`src/rtl/snes_pad_reader.sv`:
```
// Console-side SNES/NES pad reader: drives latch and clock, samples serial data,
// and publishes a 16-bit active-low button word plus a presence flag.
module snes_pad_reader #(
    parameter int unsigned HALF_CYC = 128,
    parameter int unsigned POLL_CYC = 357955
) (
    input  logic        clk,
    input  logic        reset_n,
    input  logic        poll_en,
    output logic        pad_latch,
    output logic        pad_clk,
    input  logic        pad_data,
    output logic [15:0] buttons,
    output logic        present,
    output logic        valid
);

    localparam int unsigned CNT_W = $clog2(2 * HALF_CYC);
    localparam int unsigned TMR_W = $clog2(POLL_CYC);
    localparam int unsigned BIT_W = 5;
    localparam logic [BIT_W-1:0] LAST_BIT = BIT_W'(16);
    localparam logic [CNT_W-1:0] LATCH_LAST = CNT_W'(2 * HALF_CYC - 1);
    localparam logic [CNT_W-1:0] HALF_LAST = CNT_W'(HALF_CYC - 1);
    localparam logic [TMR_W-1:0] TMR_LAST = TMR_W'(POLL_CYC - 1);

    typedef enum logic [2:0] {
        S_IDLE,
        S_LATCH,
        S_GAP,
        S_LOW,
        S_HIGH,
        S_DONE
    } state_t;

    state_t             state;
    state_t             state_nxt;
    logic [CNT_W-1:0]   cnt;
    logic [TMR_W-1:0]   timer;
    logic [BIT_W-1:0]   bit_cnt;
    logic [16:0]        shift;
    logic               data_meta;
    logic               data_s;
    logic               start_c;
    logic               cnt_last_c;
    logic               latch_nxt;
    logic               clk_nxt;
    logic               valid_nxt;
    logic               load_nxt;

    // Timer sits at 0 while disabled, so the first enabled cycle is also a start.
    assign start_c    = poll_en && (timer == '0);
    assign cnt_last_c = (state == S_LATCH) ? (cnt == LATCH_LAST) : (cnt == HALF_LAST);

    // Frame period timer.
    always_ff @(posedge clk or negedge reset_n) begin
        if (!reset_n) begin
            timer <= '0;
        end else if (!poll_en || timer == TMR_LAST) begin
            timer <= '0;
        end else begin
            timer <= timer + TMR_W'(1);
        end
    end

    // Two-flop synchroniser; idles at the pulled-up level.
    always_ff @(posedge clk or negedge reset_n) begin
        if (!reset_n) begin
            data_meta <= 1'b1;
            data_s    <= 1'b1;
        end else begin
            data_meta <= pad_data;
            data_s    <= data_meta;
        end
    end

    // State register.
    always_ff @(posedge clk or negedge reset_n) begin
        if (!reset_n) begin
            state <= S_IDLE;
        end else begin
            state <= state_nxt;
        end
    end

    // Next-state logic.
    always_comb begin
        state_nxt = state;
        case (state)
            S_IDLE:  if (start_c)    state_nxt = S_LATCH;
            S_LATCH: if (cnt_last_c) state_nxt = S_GAP;
            S_GAP:   if (cnt_last_c) state_nxt = S_LOW;
            S_LOW:   if (cnt_last_c) state_nxt = S_HIGH;
            S_HIGH:  if (cnt_last_c) state_nxt = (bit_cnt == LAST_BIT) ? S_DONE : S_LOW;
            S_DONE:  state_nxt = S_IDLE;
            default: state_nxt = S_IDLE;
        endcase
    end

    // Phase counter, bit index and sample shift register.
    always_ff @(posedge clk or negedge reset_n) begin
        if (!reset_n) begin
            cnt     <= '0;
            bit_cnt <= '0;
            shift   <= '1;
        end else begin
            if (state == S_IDLE || state_nxt != state) begin
                cnt <= '0;
            end else begin
                cnt <= cnt + CNT_W'(1);
            end
            if (state == S_IDLE) begin
                bit_cnt <= '0;
            end else if (state == S_HIGH && cnt_last_c) begin
                bit_cnt <= bit_cnt + BIT_W'(1);
            end
            if (state == S_LOW && cnt_last_c) begin
                shift[bit_cnt] <= data_s;
            end
        end
    end

    // Output decode from the next state so registered outputs line up with the state.
    always_comb begin
        latch_nxt = 1'b0;
        clk_nxt   = 1'b1;
        valid_nxt = 1'b0;
        load_nxt  = 1'b0;
        case (state_nxt)
            S_LATCH: latch_nxt = 1'b1;
            S_LOW:   clk_nxt   = 1'b0;
            S_DONE: begin
                valid_nxt = 1'b1;
                load_nxt  = 1'b1;
            end
            default: ;
        endcase
    end

    // Output registers; the result word is loaded whole, only on DONE.
    always_ff @(posedge clk or negedge reset_n) begin
        if (!reset_n) begin
            pad_latch <= 1'b0;
            pad_clk   <= 1'b1;
            valid     <= 1'b0;
            buttons   <= 16'hFFFF;
            present   <= 1'b0;
        end else begin
            pad_latch <= latch_nxt;
            pad_clk   <= clk_nxt;
            valid     <= valid_nxt;
            if (load_nxt) begin
                buttons <= shift[15:0];
                present <= ~shift[16];
            end
        end
    end

endmodule
```
`config.mk`:
```
export PLATFORM = sky130hd
export DESIGN_NAME = snes_pad_reader
export DESIGN_NICKNAME = d
export VERILOG_FILES = /design/src/rtl/snes_pad_reader.sv
export SDC_FILE = /design/constraint.sdc
export NUM_CORES = 1
export LEC_CHECK = 0
export ABC_CLOCK_PERIOD_IN_PS = 4500
export CAP_MARGIN = 20
export CORE_MARGIN = 1
export CORE_UTILIZATION = 60
export CTS_CLUSTER_DIAMETER = 50
export DETAILED_ROUTE_END_ITERATION = 6
export DONT_BUFFER_PORTS = 1
export HOLD_SLACK_MARGIN = 0.15
export PLACE_DENSITY = 0.76
export SYNTH_ARGS = -nofsm -noshare
export SYNTH_HDL_FRONTEND = slang
export SYNTH_SLANG_ARGS = --single-unit
```
`constraint.sdc`:
```
create_clock -name clk -period 4.5 [get_ports clk]
set_input_delay 1.125 -clock clk [delete_from_list [all_inputs] [get_ports clk]]
set_output_delay 1.125 -clock clk [all_outputs]
set_load 0.01 [all_outputs]
```
==> out/metrics.yaml <==
endpoint_kind: "flop"
cts_setup_buffers: 0
syn_nets: 330
p_clk_frac: 0.440
cts_hold_buf: 0
critical_path_class: "reg -> reg"
postSynthAreaPerCell_um2: 11.2
cp_slowest_cell: "nor4b_1"
highest_layer: "met4"
h-tree-depth: 3
netlist_area_um2: 3550
ys_seq_area_frac: 0.534
cap_violations: 0
peakVddDrop_mv: 0.221
cts.sinks: 74
power.density_nw_per_um2: 322
io_pins: 24
rows: 27
grt_first_pass_wirelength_um: 10400
period_share: 0.557
place_congestion: 0.778
switching_power_mw: 0.257
power_switching_share: 0.210
arrival_ns: 2.78
chipWidth_um: 79.0
cp_num_buf_inv: 0
p_leak_nw: 1.58
wl_met2_um: 2620
ys_ff_latch: 74
r2r.worst_path.cells: 6
rsz0062_at_grt: "false"
synth_edf_count: 0
seqPwrFrac: 0.551
clk_pin_slew_ns: 0.08
fin_crit_ns: 2.51
drc: 0
drv_slew: 0
io_buffer_count: 0
async_reset_ff_frac: 1.00
r2r-end: "shift[2]"
routed_wl_um: 5930
slew_headroom: 0.468
worst_pin_slew_ns: 0.792
overflow: 0
final-setup-viol-count: 0
syn_inst: 318
ctsResizeCount: 0
status: "complete, no violations"
max_stage_delay_ns: 0.61
dieArea_um2: 6240
r2r_setup_slack_ns: 1.99
final_common_cell: "nor2_1"
ys.flop_type: "dfrtp_1"
antenna_found_initial: 0
yosysWarnings: 0
track_usage: 0.218
holdPathEnd: "data_s"
fin_nets: 330
fmax_mhz: 399
grt_pass1_vias: 2222
p_int_mw: 0.967
core_area_um2: 5610
required_ns: 4.78
min-delay-start: "data_meta"
cts_buffers: 9
tritoncts: "done"
finalPower_mw: 1.22
grt_max_degree: 75
path_max_fanout: 7
hold_viol: 0
finalSetupTns_ns: 0
start_kind: "flop"
finClkSkew_ns: 0.00711
num_vias: 2221
num_antenna_cells: 0
drive_above_1_share: 0.294
hold_depth: 0
drt_iter0_drc: 218
hpwlAfterDp_um: 3990
crit_chain: "ha_1, nand3b_1, nor4b_1, nand2_1, nor3_1, mux2_2"
hold_class: "reg -> reg"
final_antenna_net_count: 0
startpoint: "cnt[0]"
synth_cell_types: 50
rr_startpoint: "cnt[0]"
wire_per_inst_um: 15.0
comb_power_share: 0.009
dr.pass1.iters: 4
final_cell_mix: "nor2_1, dfrtp_1, dfstp_2"
die_h_um: 79.0
wl_met3_um: 270
areaGrowthSynthToFinish_pct: 7.07
clock_latency_ns: 0.35
cts_buffer_depth: 2
root_buffer: "clkbuf_8"
critPathTopFamily: "simple AND/OR/NAND/NOR gates"
vias_per_cell: 5.62
wl_met1_um: 2920
start_util: 0.634
## through the flow
step                worst slack [ns]  utilization  cells  hold slack (ns)  area (µm²)
finish                          1.99        0.679    395            0.357        3810
global route                    1.68        0.679    395            0.365        3810
CTS                             1.98        0.679    395            0.359        3810
detailed placement              1.98        0.641    379            0.347        3590
global placement                2.06        0.641    379            0.346        3590
floorplan                       2.13            -    318            0.345        3550
## registers in the layout, indices dropped and copies added, names as in the netlist
| name | count |
|---|---|
| data_s | 1 |
| data_meta | 1 |
| timer | 19 |
| shift | 17 |
| cnt | 8 |
| state | 3 |
| bit_cnt | 5 |
| present | 1 |
| pad_latch | 1 |
| pad_clk | 1 |
| valid | 1 |
| buttons | 16 |
## worst max-delay path by stage
| stage | slack, ns | end | depth (start not counted) |
|---|---|---|---|
| floorplan | 2.13 | buttons[10] | 5 |
| global placement | 2.06 | buttons[5] | 4 |
| detailed placement | 1.98 | buttons[8] | 4 |
| CTS | 1.98 | shift[2] | 6 |
| global route | 1.68 | shift[2] | 6 |
| finish | 1.99 | shift[2] | 6 |
## power by group through the flow
stage / clock network (mW) / registers [mW] / logic [mW]
after floorplan: 0 / 0.684 / 0.00892
after global placement: 0 / 0.686 / 0.0107
after detailed placement: 0 / 0.686 / 0.0106
after CTS: 0.553 / 0.675 / 0.0107
after global routing: 0.583 / 0.675 / 0.0122
final: 0.539 / 0.675 / 0.0107
## cell usage after synthesis, drive strengths merged, types with 3 or more instances
| cell | count | area share |
|---|---|---|
| o21ai | 9 | 0.016 |
| or3 | 3 | 0.0053 |
| and3 | 3 | 0.0056 |
| a21oi | 6 | 0.012 |
| inv | 11 | 0.012 |
| buf | 6 | 0.0099 |
| nand4 | 10 | 0.022 |
| xor2 | 15 | 0.037 |
| clkbuf | 6 | 0.0063 |
| xnor2 | 8 | 0.020 |
| ha | 8 | 0.028 |
| dfrtp | 38 | 0.27 |
| nand3 | 9 | 0.013 |
| nand2 | 24 | 0.025 |
| nor3 | 14 | 0.021 |
| mux2 | 33 | 0.11 |
| o31ai | 6 | 0.013 |
| dfstp | 36 | 0.27 |
| nor2 | 47 | 0.050 |
## per-layer routing
metal / global-route usage / vias up
met2: 0.322 / 46
met3: 0.0575 / 10
met5: 0 / -
li1: - / 1093
met1: 0.294 / 1072
met4: 0.115 / 0
## cell type report
cell class	instances	area (µm²)
Sequential cell	74	1900
Fill cell	429	1800
Multi-Input combinational cell	221	1560
Clock buffer	11	153
Tap cell	72	90.1
Clock inverter	5	58.8
Inverter	11	41.3
Timing Repair Buffer	1	7.51
## kinds of logic (layout without fill, tap and decap cells)
kind of cell	Yosys count	in the layout	share of synthesized area
simple gates	128	128	0.182
flops	74	74	0.534
mux	35	35	0.119
compound gates	27	27	0.0532
xor+xnor	23	23	0.0567
buf+inv	23	28	0.0278
fa+ha+maj	8	8	0.0282
(Power assumes the default switching activity.)
